## config.mk

```make
export PLATFORM = sky130hd
export DESIGN_NAME = led_pattern_gen
export DESIGN_NICKNAME = d
export VERILOG_FILES = /design/src/rtl/led_pattern_gen.sv
export SDC_FILE = /design/constraint.sdc
export NUM_CORES = 1
export LEC_CHECK = 0
export CORE_ASPECT_RATIO = 0.6
export CORE_MARGIN = 4
export CORE_UTILIZATION = 45
export CTS_CLUSTER_DIAMETER = 60
export DETAILED_ROUTE_END_ITERATION = 7
export PLACE_DENSITY = 0.66
export REMOVE_ABC_BUFFERS = 1
export SYNTH_ARGS = -nofsm -noshare
export SYNTH_HDL_FRONTEND = slang
export SYNTH_SLANG_ARGS = --single-unit
```

## constraint.sdc

```tcl
create_clock -name CLK_50 -period 1.9 [get_ports CLK_50]
set_input_delay 0.19 -clock CLK_50 [delete_from_list [all_inputs] [get_ports CLK_50]]
set_output_delay 0.19 -clock CLK_50 [all_outputs]
set_load 0.01 [all_outputs]
```

## src/rtl/led_pattern_gen.sv

```systemverilog
// led_pattern_gen: animated LED pattern generator for the DE2-115 LED banks.
// Steps one of several patterns (off/on/blink/chase/bounce/count) at a prescaled rate.
//
// Ports:
//   CLK_50  in   system clock, all logic on its rising edge
//   RESET   in   synchronous active-high reset
//   MODE    in   pattern select: 0 off, 1 on, 2 blink, 3 chase, 4 bounce, 5 count, 6/7 off
//   PAUSE   in   freezes the prescaler and the pattern while high
//   LEDS    out  registered LED drive, 1 = lit
//   STEP    out  one-cycle pulse, high in the cycle LEDS shows a new step value
module led_pattern_gen #(
  parameter int NUM_LEDS = 18,
  parameter int PRESCALE = 12_500_000
) (
  input  logic                CLK_50,
  input  logic                RESET,
  input  logic [2:0]          MODE,
  input  logic                PAUSE,
  output logic [NUM_LEDS-1:0] LEDS,
  output logic                STEP
);

  localparam int CW =
    (PRESCALE > 1) ? $clog2(PRESCALE) : 1;

  localparam logic [CW-1:0] CNT_MAX =
    CW'(PRESCALE - 1);

  localparam logic [NUM_LEDS-1:0] LED_ONE =
    NUM_LEDS'(1);

  typedef enum logic [2:0] {
    M_OFF    = 3'd0,
    M_ON     = 3'd1,
    M_BLINK  = 3'd2,
    M_CHASE  = 3'd3,
    M_BOUNCE = 3'd4,
    M_COUNT  = 3'd5,
    M_RES6   = 3'd6,
    M_RES7   = 3'd7
  } mode_e;

  mode_e               mode_q, mode_d;
  logic [CW-1:0]       cnt_q, cnt_d;
  logic                dir_q, dir_d;
  logic [NUM_LEDS-1:0] leds_q, leds_d;
  logic                step_q, step_d;

  logic                mode_chg;
  logic                tick;
  logic [NUM_LEDS-1:0] init_pat;
  logic [NUM_LEDS-1:0] adv_pat;
  logic                adv_dir;

  assign mode_chg = (MODE != mode_q);

  // A mode change swallows a coincident tick.
  assign tick = !PAUSE
             && (cnt_q == CNT_MAX)
             && !mode_chg;

  // Pattern shown immediately on entering a mode.
  always_comb begin
    init_pat = '0;
    case (mode_e'(MODE))
      M_ON,
      M_BLINK:  init_pat = '1;
      M_CHASE,
      M_BOUNCE: init_pat = LED_ONE;
      default:  init_pat = '0;
    endcase
  end

  // Pattern and direction after one step of the current mode.
  always_comb begin
    adv_pat = leds_q;
    adv_dir = dir_q;
    case (mode_q)
      M_ON:    adv_pat = '1;
      M_BLINK: adv_pat = ~leds_q;
      M_CHASE: adv_pat = {leds_q[NUM_LEDS-2:0],
                          leds_q[NUM_LEDS-1]};
      M_BOUNCE: begin
        // Turn around on reaching an end so each
        // end bit is lit for exactly one step.
        if (dir_q && leds_q[NUM_LEDS-1]) begin
          adv_dir = 1'b0;
          adv_pat = leds_q >> 1;
        end else if (!dir_q && leds_q[0]) begin
          adv_dir = 1'b1;
          adv_pat = leds_q << 1;
        end else if (dir_q) begin
          adv_pat = leds_q << 1;
        end else begin
          adv_pat = leds_q >> 1;
        end
      end
      M_COUNT: adv_pat = leds_q + LED_ONE;
      default: adv_pat = '0;
    endcase
  end

  always_comb begin
    mode_d = mode_q;
    cnt_d  = cnt_q;
    dir_d  = dir_q;
    leds_d = leds_q;
    step_d = 1'b0;
    if (mode_chg) begin
      mode_d = mode_e'(MODE);
      cnt_d  = '0;
      dir_d  = 1'b1;
      leds_d = init_pat;
    end else if (tick) begin
      cnt_d  = '0;
      dir_d  = adv_dir;
      leds_d = adv_pat;
      step_d = 1'b1;
    end else if (!PAUSE) begin
      cnt_d  = cnt_q + CW'(1);
    end
  end

  always_ff @(posedge CLK_50) begin
    if (RESET) begin
      mode_q <= M_OFF;
      cnt_q  <= '0;
      dir_q  <= 1'b1;
      leds_q <= '0;
      step_q <= 1'b0;
    end else begin
      mode_q <= mode_d;
      cnt_q  <= cnt_d;
      dir_q  <= dir_d;
      leds_q <= leds_d;
      step_q <= step_d;
    end
  end

  assign LEDS = leds_q;
  assign STEP = step_q;

endmodule

```

==> run_results.csv <==
group,metric,value,unit
synthesis,synth_seq_area_share,28.24,%
final_layout,syn_to_final_growth,33.46,%
pwr,powerDensity,589.5,nW/um^2
floorplanning,coreArea,6935,um^2
detailed_routing,wl_per_cell,19.11,um
synthesis,netlist.area_leader.share,28.24,%
global_routing,grt_pass1_wl,18.57,mm
floorplanning,io_pins,25,
flow_run,drv_cap,0,
synthesis,synth-edff-count,0,
synthesis,synth_ff_type,"dfxtp_1",
timing,clock.fmax,537.7,MHz
synthesis,netlist_area,3332,um^2
setup_path,slowest_delay,530,ps
pwr,p_int,1.832,mW
clocking,clock_latency,290,ps
clocking,cts_tree,"yes",
setup_path,path_common_cell,"o31a_1",
detailed_routing,ant_nets,0,
detailed_routing,viasPerCell,6.193,
floorplanning,dieArea,8890,um^2
pwr,peakVddDrop,0.3656,mV
floorplanning,fp.dieH,74.65,um
status,status,"completed",
timing,layout_worst_path_cycle_share,97.89,%
floorplanning,core.rowCount,23,
synthesis,ys_ff_latch,47,
synthesis,synthCells,436,
synthesis,ys_types,67,
setup_path,cp.arrival,2040,ps
pwr,finalPower,2.621,mW
placement,io_buffers,24,
pwr,p_leak,1.609,nW
detailed_routing,drc,0,
global_routing,grt_pass1_vias,3531,
synthesis,yosys.area.top_type,"dfxtp_1",
hold_path,hold_path.class,"flip-flop to flip-flop",
setup_path,cp-start-kind,"flip-flop",
timing,rsz0062_at_grt,"true",
placement,routabilityCongestion,0.9216,
detailed_routing,vias,3728,
synthesis,avgSynthCellArea,7.642,um^2
synthesis,yosys-top-cells-area,"dfxtp_1, nor2_1, xnor2_1",
final_layout,layout.nets,509,
timing,worst_slew_pin_slew,490.4,ps
floorplanning,die_w,119.1,um
synthesis,async_flop_share,0,%
synthesis,yosysWarnings,0,
setup_path,crit_chain,"nand2_1 -> or4_4 -> o31a_1 -> buf_12 -> o31a_1",
detailed_routing,drt_wl_total,11.50,mm
timing,setup-violations-final,0,
setup_path,slowest_stage,"or4_4",
global_routing,grt_usage,26.21,%
clocking,clk_transition_reported_paths,70,ps
clocking,cts_max_level,2,
detailed_routing,drt-initial-drc-count,363,
global_routing,grt_overflow,0,
setup_path,endpoint_kind,"flip-flop",
setup_path,path_max_fanout,15,
clocking,holdBufCountCts,0,
timing,fin_crit,1860,ps
floorplanning,start_util,48.04,%
setup_path,critical_path_required,2080,ps
detailed_routing,first_pass_iters,5,
global_routing,grt_antenna_before_repair,0,
pwr,power_frac_clock,35.5,%
clocking,cts-root-buf,"clkbuf_16",
placement,hpwl,8.140,mm
pwr,power_frac_comb,23.9,%
timing,clock_skew,4.672,ps
clocking,cts_buffers,5,
setup_path,path_class,"flip-flop to flip-flop",
final_layout,drive_gt1_share,27.09,%
timing,hold_violations,0,
final_layout,n_antenna_cell,0,
global_routing,grt_max_degree,25,
timing,timing.slew.headroom,67.29,%
placement,placed_cell_area,4101,um^2
pwr,p_sw_share,30.11,%
final_layout,finalInstanceArea,4447,um^2
clocking,cts.sinks,47,
pwr,power_frac_seq,40.6,%
clocking,cts_buffer_depth,2,
pwr,power_switching,0.7893,mW
timing,slew_viol_final,0,
## metrics by stage
step           cells  TNS, ps  setup WS, ps  utilization (%)  hold WS, ps
5_1_grt          602   -300.9        -73.06            64.12        546.7
3_5_place_dp     593    -5977        -204.6            59.14        524.0
2_1_floorplan    394    -4257        -339.1                -        256.2
3_3_place_gp     593    -3616        -129.7            59.14        502.5
6_report         602        0         40.18            64.12        508.4
4_1_cts          601        0         1.922            61.84        539.3
## cell usage after synthesis, types with 3 or more instances
| library cell | n |
|---|---|
| nand3_1 | 20 |
| o22ai_1 | 12 |
| nand2_1 | 21 |
| a21oi_1 | 32 |
| mux2_2 | 5 |
| inv_1 | 11 |
| and3b_1 | 3 |
| and4_1 | 3 |
| o21ai_0 | 14 |
| a221oi_1 | 6 |
| nand3b_1 | 3 |
| a21boi_0 | 3 |
| buf_1 | 3 |
| o211ai_1 | 4 |
| nand2b_1 | 12 |
| a2bb2oi_1 | 7 |
| or3_1 | 4 |
| a211oi_1 | 3 |
| dfxtp_1 | 47 |
| xnor2_1 | 20 |
| nor2b_1 | 10 |
| xor2_1 | 14 |
| nor3_1 | 11 |
| nor4_1 | 5 |
| a31oi_1 | 5 |
| buf_2 | 12 |
| o31a_1 | 4 |
| nor2_1 | 50 |
| mux2i_1 | 4 |
| clkbuf_1 | 22 |
| o31ai_1 | 5 |
| nand4_1 | 8 |
| nor3b_1 | 3 |
## logic make-up after synthesis
kind of cell	count (synthesis)	share of synthesized area, %
adder cells (fa/ha/maj)	2	0.7509
XOR/XNOR	34	8.937
multiplexers	9	2.891
flip-flops	47	28.24
buffers and inverters	55	7.360
AO/OA/AOI/OAI	116	23.77
AND/OR/NAND/NOR	173	28.05
## power groups by stage
stage | Clock (mW) | Sequential (mW) | Combinational, mW
6_report | 0.930 | 1.07 | 0.626
5_1_grt | 0.980 | 1.07 | 0.670
4_1_cts | 0.945 | 1.06 | 0.587
3_5_place_dp | 0 | 1.08 | 0.577
3_3_place_gp | 0 | 1.08 | 0.567
2_1_floorplan | 0 | 1.13 | 0.235
## critical path: cells and delay by family (launching register included)
family          cells  cell delay, ps
compound gates      2             640
buf+inv             1             180
flops               1             340
simple gates        2             580
## final timing paths
check | start | endpoint | slack [ps] | depth (start not counted)
max | cnt_q[10] | LEDS[1] | 40 | 5
min | cnt_q[0] | cnt_q[0] | 510 | 2
max reg2reg | cnt_q[10] | LEDS[1] | 40 | 5
min reg2reg | cnt_q[0] | cnt_q[0] | 510 | 2
## layout make-up
cell class                      count  area, um^2
Fill cell                         624        2489
Multi-Input combinational cell    334        2316
Sequential cell                    47       953.4
Timing Repair Buffer              100       848.3
Clock buffer                        6       138.9
Tap cell                          100       125.1
Inverter                           13       48.80
Clock inverter                      2       16.27
## placed cells by master (no fill, tap or decap), types with 7 or more instances in the layout
master,count
nand2_1,20
nor2b_1,10
a2bb2oi_1,7
nor2_1,49
dfxtp_2,7
nor3_1,11
nand2b_1,11
xor2_1,14
o21ai_0,14
nand3_1,17
clkdlybuf4s50_1,24
dfxtp_1,39
inv_1,11
a21oi_1,28
nand4_1,8
xnor2_1,20
o22ai_1,11
buf_4,73
## what timing repair did
item,in CTS,in global routing
resized for setup,7,35
setup buffers,0,1
setup endpoints to repair,42,42
pin swaps,1,4
gates cloned,0,0
## metal layers
metal | global-route usage (%) | part of all wire (%)
met1 | 40.14 | 48
met2 | 36.90 | 39
met3 | 6.532 | 12
met4 | 5.648 | 1.2
met5 | 0 | 0
## flip-flops by register name (all words and copies together), names as in the netlist
register / flops
LEDS: 18
STEP: 1
cnt_q: 24
dir_q: 1
mode_q: 3
(Power assumes the default switching activity.)
